[src/rtl/multi_tick_divider_pkg.sv]
// Shared types and helpers for the multi-channel tick divider.
package multi_tick_pkg;

    // Channel output mode: square wave or one-cycle strobe.
    typedef enum logic {
        MODE_TOGGLE = 1'b0,
        MODE_PULSE  = 1'b1
    } mode_e;

    // Channel-index width; a single channel still needs a 1-bit index port.
    function automatic int ch_width(input int n);
        return (n <= 2) ? 1 : $clog2(n);
    endfunction

endpackage

[src/rtl/multi_tick_divider_div_channel.sv]
// One divider channel: programmable divisor, toggle/pulse output, fully registered.
module div_channel
    import multi_tick_pkg::*;
#(
    parameter int          CNT_W        = 32,
    parameter int unsigned DEFAULT_DIV  = 300000000,
    parameter logic        DEFAULT_MODE = 1'b0
) (
    input  logic             clk,
    input  logic             reset,
    input  logic             en,
    input  logic             sync_clr,
    input  logic             ch_wr,
    input  logic [CNT_W-1:0] wr_div,
    input  logic             wr_mode,
    output logic             tick,
    output logic             out
);

    localparam logic [CNT_W-1:0] ONE      = CNT_W'(1);
    localparam logic [CNT_W-1:0] RST_DIV  = CNT_W'(DEFAULT_DIV);
    localparam mode_e            RST_MODE = mode_e'(DEFAULT_MODE);

    logic [CNT_W-1:0] cnt_q, cnt_d;
    logic [CNT_W-1:0] div_q, div_d;
    mode_e            mode_q, mode_d;
    logic             tgl_q, tgl_d;
    logic             tick_q, tick_d;
    logic             out_q, out_d;
    logic             terminal;

    // Next-state: write > sync clear > idle divisor > hold > terminal > count.
    // cnt stays below div, so div-1 never underflows when div is nonzero.
    always_comb begin
        cnt_d    = cnt_q;
        div_d    = div_q;
        mode_d   = mode_q;
        tgl_d    = tgl_q;
        tick_d   = 1'b0;
        terminal = (cnt_q == div_q - ONE);
        if (ch_wr) begin
            div_d  = wr_div;
            mode_d = mode_e'(wr_mode);
            cnt_d  = '0;
            tgl_d  = 1'b0;
        end else if (sync_clr || (div_q == '0)) begin
            cnt_d = '0;
            tgl_d = 1'b0;
        end else if (en) begin
            if (terminal) begin
                cnt_d  = '0;
                tick_d = 1'b1;
                tgl_d  = ~tgl_q;
            end else begin
                cnt_d = cnt_q + ONE;
            end
        end
        // out is registered from the post-edge mode/tick/tgl so it never lags them.
        out_d = (mode_d == MODE_PULSE) ? tick_d : tgl_d;
    end

    // Channel state registers with async active-low reset.
    always_ff @(posedge clk or negedge reset) begin
        if (!reset) begin
            cnt_q  <= '0;
            div_q  <= RST_DIV;
            mode_q <= RST_MODE;
            tgl_q  <= 1'b0;
            tick_q <= 1'b0;
            out_q  <= 1'b0;
        end else begin
            cnt_q  <= cnt_d;
            div_q  <= div_d;
            mode_q <= mode_d;
            tgl_q  <= tgl_d;
            tick_q <= tick_d;
            out_q  <= out_d;
        end
    end

    assign tick = tick_q;
    assign out  = out_q;

endmodule

[src/rtl/multi_tick_divider.sv]
// Multi-channel clock-enable / square-wave generator: write decode plus channel array.
module multi_tick_divider
    import multi_tick_pkg::*;
#(
    parameter int          NUM_CH       = 4,
    parameter int          CNT_W        = 32,
    parameter int unsigned DEFAULT_DIV  = 300000000,
    parameter logic        DEFAULT_MODE = 1'b0
) (
    input  logic                          clk,
    input  logic                          reset,
    input  logic                          en,
    input  logic                          sync_clr,
    input  logic                          wr_en,
    input  logic [ch_width(NUM_CH)-1:0]   wr_ch,
    input  logic [CNT_W-1:0]              wr_div,
    input  logic                          wr_mode,
    output logic [NUM_CH-1:0]             tick,
    output logic [NUM_CH-1:0]             out
);

    logic [NUM_CH-1:0] ch_wr;

    // One-hot write decode; an index with no matching channel selects nothing.
    always_comb begin
        ch_wr = '0;
        for (int i = 0; i < NUM_CH; i++) begin
            ch_wr[i] = wr_en && (int'(wr_ch) == i);
        end
    end

    for (genvar g = 0; g < NUM_CH; g++) begin : g_ch
        div_channel #(
            .CNT_W        (CNT_W),
            .DEFAULT_DIV  (DEFAULT_DIV),
            .DEFAULT_MODE (DEFAULT_MODE)
        ) u_ch (
            .clk      (clk),
            .reset    (reset),
            .en       (en),
            .sync_clr (sync_clr),
            .ch_wr    (ch_wr[g]),
            .wr_div   (wr_div),
            .wr_mode  (wr_mode),
            .tick     (tick[g]),
            .out      (out[g])
        );
    end

endmodule

[config.mk]
export PLATFORM = sky130hd
export DESIGN_NAME = multi_tick_divider
export DESIGN_NICKNAME = d
export VERILOG_FILES = /design/src/rtl/multi_tick_divider_pkg.sv /design/src/rtl/multi_tick_divider_div_channel.sv /design/src/rtl/multi_tick_divider.sv
export SDC_FILE = /design/constraint.sdc
export NUM_CORES = 1
export LEC_CHECK = 0
export CORE_UTILIZATION = 39
export CTS_BUF_LIST = sky130_fd_sc_hd__clkbuf_4
export DETAILED_ROUTE_END_ITERATION = 10
export HOLD_SLACK_MARGIN = 0.12
export PLACE_DENSITY = 0.54
export SLEW_MARGIN = 5
export SYNTH_ARGS = -nofsm -noshare
export SYNTH_HDL_FRONTEND = slang
export SYNTH_HIERARCHICAL = 1
export SYNTH_SLANG_ARGS = --single-unit
[constraint.sdc]
create_clock -name clk -period 5.68 [get_ports clk]
set_input_delay 1.136 -clock clk [delete_from_list [all_inputs] [get_ports clk]]
set_output_delay 1.136 -clock clk [all_outputs]
set_load 0.01 [all_outputs]
==> results of run 1 <==
[cells by family after synthesis]
logic type,synth area share [%]
buffers and inverters,4.61
multiplexers,6.81
AND/OR/NAND/NOR,26.6
adder cells (fa/ha/maj),0.495
XOR/XNOR,7.43
flip-flops,33.9
AO/OA/AOI/OAI,20.1
[per-layer routing]
| layer | part of all wire (%) | GRT usage [%] | vias up |
|---|---|---|---|
| li1 | - | - | 8451 |
| met5 | 0 | 0 | - |
| met3 | 5.8 | 4.23 | 111 |
| met4 | 2.3 | 7.64 | 0 |
| met1 | 46 | 33.6 | 8999 |
| met2 | 46 | 37.7 | 568 |
[worst min-delay path by stage]
stage,start,end,depth (start not counted)
5_1_grt,reset,g_ch[2].u_ch/cnt_q[31],1
3_3_place_gp,g_ch[3].u_ch/mode_q,g_ch[3].u_ch/mode_q,1
2_1_floorplan,g_ch[0].u_ch/mode_q,g_ch[0].u_ch/mode_q,2
4_1_cts,reset,g_ch[2].u_ch/cnt_q[31],1
3_5_place_dp,g_ch[3].u_ch/mode_q,g_ch[3].u_ch/mode_q,1
6_report,reset,g_ch[2].u_ch/cnt_q[31],1
[placed cells by master, fill, tap and decap left out, drive strengths merged, types with 23 or more instances in the layout]
cell type	n
dfrtp	232
nand2	178
clkbuf	125
nor2	125
mux2	109
xnor2	102
nand3	85
and3	81
nor4	77
inv	70
a21oi	67
o21ai	67
nor3	63
xor2	62
o41ai	60
nand4	54
clkdlybuf4s50	45
or4	42
dfstp	40
and2	37
buf	30
or3	29
clkinv	29
and4	26
a41oi	26
a221oi	25
nor3b	23
[worst reg2reg max path: stages (launching register included)]
cell and delay, ns:
dfrtp_1 0.43, nor3_1 1.00, nand3_1 0.51, o31a_1 0.42, o32ai_2 0.30, o21ai_0 0.15, nor4_2 0.56, nand2_1 0.64
a31oi_1 0.34, a21oi_1 0.09
[flip-flops by register name (all words and copies together), names as in the netlist]
register and flops:
g_ch.u_ch/cnt_q 128, g_ch.u_ch/div_q 128, g_ch.u_ch/mode_q 4, g_ch.u_ch/out 4
g_ch.u_ch/tgl_q 4, g_ch.u_ch/tick 4
[cells in the mapped netlist (all sizes together), types with 40 or more instances]
master | count | share of area [%]
nor2 | 125 | 2.4
o21ai | 67 | 1.7
a21oi | 67 | 1.7
and3 | 81 | 2.5
xnor2 | 102 | 4.4
nand3 | 85 | 2.1
or4 | 42 | 1.7
nand4 | 54 | 1.8
o41ai | 60 | 3.9
dfstp | 40 | 5.2
nand2 | 178 | 3.3
clkbuf | 87 | 1.6
nor3 | 63 | 1.7
inv | 69 | 1.3
xor2 | 62 | 2.7
dfrtp | 232 | 29
mux2 | 109 | 6.1
buf | 55 | 1.7
nor4 | 77 | 3.3
[power by group]
part	switching, mW	internal (mW)	leakage (nW)
combinational	0.674	0.530	4.58
clock	0.968	1.02	0.641
sequential	0.381	2.16	3.47
[per-stage QoR]
stage / cells / area, um2 / setup slack [ns] / total power, mW
floorplan: 2173 / 20200 / 2.32 / 3.35
CTS: 2943 / 22200 / 1.20 / 5.79
global placement: 2786 / 21100 / 1.28 / 3.74
finish: 2947 / 22200 / 1.11 / 5.73
global route: 2946 / 22200 / 0.734 / 6.08
detailed placement: 2786 / 21100 / 1.23 / 3.76
[cell type report]
type	instances	area [um2]
fill	5145	29100
multi-input combinational	1689	12500
sequential	272	6860
clock buffer	125	938
tap	680	851
timing repair buffer	75	693
inverter	70	263
clock inverter	32	151
antenna	4	10.0
==> metrics.md, run 1 <==
| Metric | Value |
|---|---|
| Hold-fix buffers, CTS | 0 |
| Nets | 2240 |
| Worst vdd ir | 0.152 mV |
| Largest net degree at the start of global routing | 121 |
| Via count | 18129 |
| Post-synthesis area per instance | 9.31 um2 |
| Crit path max-delay family | simple AND/OR/NAND/NOR gates |
| First-pass GRT wire length | 101 mm |
| Crit path DAT | 5.26 ns |
| Yosys warns | 6 |
| Gp weighted congestion | 0.908 |
| Slew @ Worst Pin | 1.23 ns |
| TNS Setup | 0 ns |
| Clk root buf | clkbuf_4 |
| Pwr dens | 258 mW/mm2 |
| Sink Count | 272 |
| Tcrit/Tclk final | 80.5% |
| Final hold violations | 0 |
| CTS max path bufs | 3 |
| RSZ-0062 raised after global routing | false |
| Hold WC Path Type | input port to asynchronous set/reset pin |
| CP max stage delay | 1.00 ns |
| Iteration-0 DRC Markers | 1342 |
| Post-synthesis instance total | 2173 |
| WP depth | 9 |
| Worst R2R Path Depth | 9 |
| Slowest CP cell | nor3_1 |
| Worst slew margin | 17.4% |
| Residual DRC | 0 |
| Postcts setup bufs | 0 |
| Post-layout util | 43.3% |
| Initial antenna violation count | 3 |
| Clk slew on worst S/H paths | 0.06 ns |
| Flop2flop setup slack | 1.11 ns |
| CTS tree | yes |
| Number of port buffers | 47 |
| Leak | 8.69 nW |
| Worst Path Required | 6.36 ns |
| Critical-path cell list | nor3_1, nand3_1, o31a_1, o32ai_2, o21ai_0, nor4_2, nand2_1, a31oi_1, a21oi_1 |
| Post-synth EDFFs | 0 |
| Num CTS Buffers | 84 |
| Fmax | 219 MHz |
| Final Max Tran Viols | 0 |
| Synth cell types | 91 |
| Layout cells sized above 1 | 20.0% |
| # IOs | 48 |
| Die X | 230 um |
| Via-to-Cell Ratio | 6.15 |
| R2r endpoint | g_ch[3].u_ch/cnt_q[15] |
| End of the critical path | g_ch[3].u_ch/cnt_q[15] |
| Die H | 230 um |
| Cell Rows | 83 |
| PostCTS Resize Cnt | 0 |
| DR WL/cell | 21.7 um |
| Synth-to-layout area growth | 9.85% |
| Worst Path Buf+Inv | 0 |
| Core area | 0.0513 mm2 |
| Net Count, Synth | 2221 |
| Ys flop type | dfrtp_1 |
| Post-Synthesis Cell Area | 0.0202 mm2 |
| CP Launch Point | g_ch[3].u_ch/div_q[2] |
| RR Startpoint | g_ch[3].u_ch/div_q[2] |
| Number of global-route vias before repair | 17407 |
| Register area share after synthesis | 33.9% |
| FFs w/ async S/R, synth | 100% |
| Hpwl dp | 45.0 mm |
| Setup violations, final | 0 |
| H-Tree Depth | 3 |
| Seq cells post-synth | 272 |
| Total track usage | 24.1% |
| Status | finished, final reports clean |
| Max cap viols | 0 |
| Crit end category | register |
| Minimum clock period | 4.57 ns |
| Drt pass-1 iters | 5 |
| Post-route ant nets | 0 |
| Startpoint class of the critical path | register |
| Total grt overflow | 0 |
| Crit-path max FO | 21 |
| Final WL | 63.8 mm |
| Clk Latency, worst-skew pair | 0.83 ns |
| Clock Skew | 0.0520 ns |
| Worst Hold Slack | 0.353 ns |
| Starting Density | 39.4% |
| Crit Path Class | register to register |
| Die footprint | 0.0528 mm2 |
No activity file was read; power rests on OpenSTA's default activity.
==> inputs of run 2 (changes only) <==
--- a/config.mk
+++ b/config.mk
@@ -9,7 +9,7 @@
 export CTS_BUF_LIST = sky130_fd_sc_hd__clkbuf_4
 export DETAILED_ROUTE_END_ITERATION = 10
 export HOLD_SLACK_MARGIN = 0.12
-export PLACE_DENSITY = 0.54
+export PLACE_DENSITY = 0.56
 export SLEW_MARGIN = 5
 export SYNTH_ARGS = -nofsm -noshare
 export SYNTH_HDL_FRONTEND = slang
==> constraint.sdc (replaced) <==
create_clock -name clk -period 4 [get_ports clk]
set_input_delay 0.8 -clock clk [delete_from_list [all_inputs] [get_ports clk]]
set_output_delay 0.8 -clock clk [all_outputs]
set_load 0.01 [all_outputs]
==> run 2 against run 1 <==
Non-clock buffer count increased by 51. Cell count increased by 1.0%. Critical path depth increased by 1. Worst setup slack got worse by 0.92 ns. Wire length increased by 0.22%. Core utilization increased by 0.64 points. Cell area increased by 1.5%. Register-to-register slack got worse by 0.92 ns. Via count increased by 0.90%. Critical endpoint is now g_ch[3].u_ch/cnt_q[31]. Highest routed layer is now met5.
==> metrics.md, run 2 (synthesis results as in run 1) <==
| Metric | Value |
|---|---|
| Die X | 230 um |
| Cell Rows | 83 |
| Crit end category | register |
| RR Startpoint | g_ch[3].u_ch/div_q[2] |
| Clock Skew | 0.0627 ns |
| Largest net degree at the start of global routing | 79 |
| Via count | 18292 |
| Hold WC Path Type | register to register |
| Max cap viols | 0 |
| Minimum clock period | 3.82 ns |
| First-pass GRT wire length | 101 mm |
| Final Max Tran Viols | 0 |
| # IOs | 48 |
| Number of fillers in the final layout | 5036 |
| Drt pass-1 iters | 6 |
| Startpoint class of the critical path | register |
| Sink Count | 272 |
| Flop2flop setup slack | 0.18 ns |
| Final hold violations | 0 |
| Post-route ant nets | 0 |
| Nets | 2286 |
| Worst slew margin | 25.9% |
| Residual DRC | 0 |
| CP Launch Point | g_ch[3].u_ch/div_q[2] |
| Clk root buf | clkbuf_4 |
| H-Tree Depth | 3 |
| Clk slew on worst S/H paths | 0.06 ns |
| WHS Endpoint | g_ch[3].u_ch/mode_q |
| Placed Cells | 2835 |
| Status | finished, final reports clean |
| Synth-to-layout area growth | 11.5% |
| Min-delay src | g_ch[3].u_ch/mode_q |
| Worst Hold Slack | 0.503 ns |
| Number of port buffers | 47 |
| Biggest regs | g_ch.u_ch/cnt_q: 128 flops, g_ch.u_ch/div_q: 128 flops |
| Worst vdd ir | 0.221 mV |
| Crit Path Class | register to register |
| CTS tree | yes |
| Starting Density | 39.4% |
| Area occupied by multi-input gates | 0.0125 mm2 |
| Gp weighted congestion | 0.941 |
| Die footprint | 0.0528 mm2 |
| Setup violations, final | 0 |
| Worst R2R Path Depth | 10 |
| Num CTS Buffers | 79 |
| Crit path DAT | 4.49 ns |
| Worst Path Required | 4.68 ns |
| Post-layout util | 44.0% |
| Post-route insts no fill | 2977 |
| Initial antenna violation count | 4 |
| Die H | 230 um |
| Leak | 8.89 nW |
| Commonest non-fill, non-tap cells in the layout | dfrtp_1 (232), nand2_1 (178), nor2_1 (122) |
| Iteration-0 DRC Markers | 1611 |
| R2r endpoint | g_ch[3].u_ch/cnt_q[31] |
| Total grt overflow | 0 |
| Pwr dens | 357 mW/mm2 |
| Slew @ Worst Pin | 1.11 ns |
| Hpwl dp | 45.8 mm |
| Layout cells sized above 1 | 21.4% |
| DR WL/cell | 21.5 um |
| Core area | 0.0513 mm2 |
| Clk Latency, worst-skew pair | 0.85 ns |
| RSZ-0062 raised after global routing | false |
| Crit-path max FO | 13 |
| Via-to-Cell Ratio | 6.14 |
| CTS max path bufs | 3 |
| Commonest non-fill, non-tap cell in the layout | dfrtp_1 |
| Number of global-route vias before repair | 17712 |
| Register area | 0.00686 mm2 |
| Final WL | 63.9 mm |
| Tcrit/Tclk final | 95.4% |
| Total track usage | 24.0% |
| Fmax | 262 MHz |
| Hold depth | 1 |
-- run 2: cell types whose count changed in the layout (fill, tap and decap cells not counted) --
cell,previous run,this run
nor2_2,3,1
clkinv_2,4,2
clkinvlp_4,3,4
buf_12,1,4
clkinv_4,3,1
bufinv_16,0,1
dlygate4sd3_1,0,1
nor2_4,0,2
clkbuf_4,125,114
clkinv_1,22,14
buf_4,27,74
-- run 2: worst max-delay path by stage --
| stage | endpoint | depth (start not counted) |
|---|---|---|
| 6_report | g_ch[3].u_ch/cnt_q[31] | 10 |
| 5_1_grt | g_ch[3].u_ch/cnt_q[31] | 10 |
| 4_1_cts | g_ch[3].u_ch/cnt_q[31] | 10 |
| 3_5_place_dp | g_ch[2].u_ch/cnt_q[30] | 10 |
| 3_3_place_gp | g_ch[2].u_ch/cnt_q[30] | 10 |
| 2_1_floorplan | g_ch[3].u_ch/cnt_q[26] | 10 |
-- run 2: critical path, stage by stage, from the launching register on --
cell	delay, ns
dfrtp_1	0.44
nor3_1	0.38
buf_12	0.19
and3_1	0.21
nand2_1	0.21
nor4_1	0.40
xor2_1	0.15
or4b_2	0.62
or4_4	0.60
nand3_1	0.32
o22ai_1	0.15
-- run 2: report_power, final --
group | internal, mW | switching, mW | total [mW]
sequential | 3.07 | 0.508 | 3.58
combinational | 0.799 | 0.989 | 1.79
clock | 1.37 | 1.31 | 2.68
-- run 2: repair_timing --
action                                  4_1_cts  5_1_grt
endpoints found under the setup margin       16        2
hold buffers                                  1        0
setup buffers                                 0        1
hold endpoints to repair                     53        0
resized for setup                             2        0
-- run 2: stage by stage --
| step | area (um2) | TNS, ns | setup WS [ns] | total power, mW |
|---|---|---|---|---|
| floorplan | 20200 | 0 | 0.645 | 4.76 |
| global placement | 21500 | 0 | 0.0836 | 5.34 |
| detailed placement | 21500 | -0.267 | -0.0614 | 5.38 |
| CTS | 22500 | 0 | 0.199 | 8.13 |
| global route | 22600 | 0 | 0.0687 | 8.50 |
| finish | 22600 | 0 | 0.185 | 8.05 |
-- run 2: per-layer routing --
metal  global-route usage (%)  part of all wire [%]  vias up
li1                         -                     -     8512
met4                     9.62                   3.5        4
met3                     3.67                   5.8      149
met5                        0                 0.042        -
met1                     34.1                    47     9058
met2                     36.5                    44      569
-- run 2: layout make-up --
type | instances | share of cell area [%]
antenna | 4 | 0.0444
clock inverter | 22 | 0.582
clock buffer | 114 | 3.79
inverter | 70 | 1.16
multi-input combinational | 1689 | 55.3
timing repair buffer | 126 | 4.95
tap | 680 | 3.77
sequential | 272 | 30.4
==> inputs of run 3 (changes only) <==
--- a/config.mk
+++ b/config.mk
@@ -5,11 +5,11 @@
 export SDC_FILE = /design/constraint.sdc
 export NUM_CORES = 1
 export LEC_CHECK = 0
-export CORE_UTILIZATION = 39
+export CORE_UTILIZATION = 59
 export CTS_BUF_LIST = sky130_fd_sc_hd__clkbuf_4
 export DETAILED_ROUTE_END_ITERATION = 10
 export HOLD_SLACK_MARGIN = 0.12
-export PLACE_DENSITY = 0.56
+export PLACE_DENSITY = 0.79
 export SLEW_MARGIN = 5
 export SYNTH_ARGS = -nofsm -noshare
 export SYNTH_HDL_FRONTEND = slang
==> run 3 against run 2 <==
Sequential power hardly changed. Register-to-register slack improved by 0.09 ns. Clock-buffer cell count rose by 1. Largest cell class unchanged.
==> metrics.md, run 3 (synthesis results as in run 1) <==
| Metric | Value |
|---|---|
| Worst slew margin | 39.2% |
| Worst Path Required | 4.59 ns |
| Post-route ant nets | 0 |
| Final Max Tran Viols | 0 |
| Pwr dens | 368 mW/mm2 |
| Sw frac | 33.8% |
| DR WL met3 | 4.45 mm |
| Residual DRC | 0 |
| Iteration-0 DRC Markers | 1409 |
| Slowest CP cell | or4b_2 |
| Highest Signal Layer | met4 |
| Largest net degree at the start of global routing | 84 |
| Drt pass-1 iters | 6 |
| Number of global-route vias before repair | 17887 |
| Tcrit/Tclk final | 93.2% |
| Core area | 0.0336 mm2 |
| Nets | 2273 |
| Die footprint | 0.0350 mm2 |
| CP max stage delay | 0.64 ns |
| Sink Count | 272 |
| Crit path DAT | 4.32 ns |
| Postcts setup bufs | 0 |
| Fmax | 268 MHz |
| Seq pwr share | 43.7% |
| Startpoint class of the critical path | register |
| Pwr Total | 8.19 mW |
| TNS Setup | 0 ns |
| Initial antenna violation count | 2 |
| Synth-to-layout area growth | 9.94% |
| Worst Path Buf+Inv | 0 |
| Crit path max-delay family | simple AND/OR/NAND/NOR gates |
| Crit end category | register |
| WP depth | 9 |
| H-Tree Depth | 3 |
| Comb pwr share | 21.2% |
| Via count | 18517 |
| Hold WC Path Type | register to register |
| Cell Rows | 67 |
| First-pass GRT wire length | 94.5 mm |
| Worst vdd ir | 0.294 mV |
| Worst R2R Path Depth | 9 |
| Max cap viols | 0 |
| P_sw | 2.77 mW |
| Clk root buf | clkbuf_4 |
| Minimum clock period | 3.73 ns |
| Hold depth | 1 |
| Layout cells sized above 1 | 20.9% |
| Setup violations, final | 0 |
| Biggest regs | g_ch.u_ch/cnt_q: 128 flops, g_ch.u_ch/div_q: 128 flops |
| Commonest non-fill, non-tap cell in the layout | dfrtp_1 |
| Number of fillers in the final layout | 2775 |
| Total grt overflow | 0 |
| # IOs | 48 |
| Die X | 187 um |
| Wire length on met2 | 27.4 mm |
| Critical-path cell list | nor3_1, and3_1, nand2_1, nor4_1, xor2_1, or4b_2, or4_4, nand3_1, o22ai_1 |
| Hpwl dp | 41.7 mm |
| Die H | 187 um |
| CTS max path bufs | 3 |
| Clock Skew | 0.0487 ns |
| Clk slew on worst S/H paths | 0.06 ns |
| RSZ-0062 raised after global routing | false |
| Clock share of power | 35.1% |
| Gp weighted congestion | 0.963 |
| Status | finished, final reports clean |
| CTS tree | yes |
| Commonest non-fill, non-tap cells in the layout | dfrtp_1 (232), nand2_1 (178), nor2_1 (122) |
| Clk Latency, worst-skew pair | 0.77 ns |
| Number of port buffers | 47 |
| Starting Density | 60.2% |
| Num CTS Buffers | 77 |
| Slew @ Worst Pin | 0.907 ns |
| DR WL/cell | 21.4 um |
| Final WL | 58.4 mm |
| Total track usage | 33.3% |
| Via-to-Cell Ratio | 6.77 |
| Cell Int Power | 5.42 mW |
| Final hold violations | 0 |
| Crit Path Class | register to register |
| DRT met1 WL | 24.8 mm |
| Crit-path max FO | 11 |
| Leak | 8.89 nW |
-- run 3: cell count changes in the layout (fill, tap and decap cells not counted), moves of 2 or more --
cell        previous run  this run
clkinvlp_4             4         0
clkinv_1              14        18
diode_2                4         1
buf_4                 74        64
nor2_2                 1         3
nor2_4                 2         0
bufinv_16              1         4
-- run 3: stage by stage --
stage	instances	hold slack [ns]	worst slack, ns	cell area [um2]	util (%)
after floorplan	2173	0.466	0.645	20200	-
after global placement	2593	0.488	0.433	21200	62.9
after detailed placement	2593	0.497	0.319	21200	62.9
after CTS	2734	0.510	0.271	22200	66.2
after global routing	2735	0.533	0.0452	22300	66.2
final	2735	0.505	0.272	22300	66.2
-- run 3: area by class of cell --
class                           instances  area, um2  area share [%]
Antenna cell                            1       2.50          0.0112
Clock buffer                          115        863            3.88
Clock inverter                         25        206           0.928
Inverter                               70        263            1.18
Multi-Input combinational cell       1689      12500            56.1
Sequential cell                       272       6860            30.8
Tap cell                              448        561            2.52
Timing Repair Buffer                  115       1020            4.59
-- run 3: final timing paths --
kind                                       start                endpoint  slack (ns)
max                        g_ch[3].u_ch/div_q[2]  g_ch[3].u_ch/cnt_q[31]        0.27
min                          g_ch[3].u_ch/mode_q     g_ch[3].u_ch/mode_q        0.50
max reg2reg                g_ch[3].u_ch/div_q[2]  g_ch[3].u_ch/cnt_q[31]        0.27
min reg2reg                  g_ch[3].u_ch/mode_q     g_ch[3].u_ch/mode_q        0.50
max in group asynchronous                  reset   g_ch[3].u_ch/div_q[8]        2.49
min in group asynchronous                  reset   g_ch[2].u_ch/cnt_q[1]        0.62
-- run 3: layer usage --
layer  vias to the layer above  global-route usage [%]
met4                         0                    13.3
met1                      9097                    44.5
met2                       766                    53.2
met3                       159                    6.36
li1                       8495                       -
met5                         -                       0
-- run 3: power by group through the flow --
stage | logic (mW) | clock network [mW] | registers [mW]
after floorplan | 1.38 | 0 | 3.37
after global placement | 1.65 | 0 | 3.60
after detailed placement | 1.70 | 0 | 3.62
after CTS | 1.71 | 2.95 | 3.57
after global routing | 1.89 | 3.09 | 3.63
final | 1.73 | 2.88 | 3.58
-- run 3: what timing repair did --
item	4_1_cts	5_1_grt
endpoints found under the hold margin	54	0
setup endpoints to repair	0	1
resized for setup	0	1
hold buffers	1	0
-- run 3: worst register-to-register path, stage by stage, from the launching register on --
cell	delay, ns
dfrtp_1	0.44
nor3_1	0.50
and3_1	0.30
nand2_1	0.14
nor4_1	0.32
xor2_1	0.14
or4b_2	0.64
or4_4	0.61
nand3_1	0.34
o22ai_1	0.16
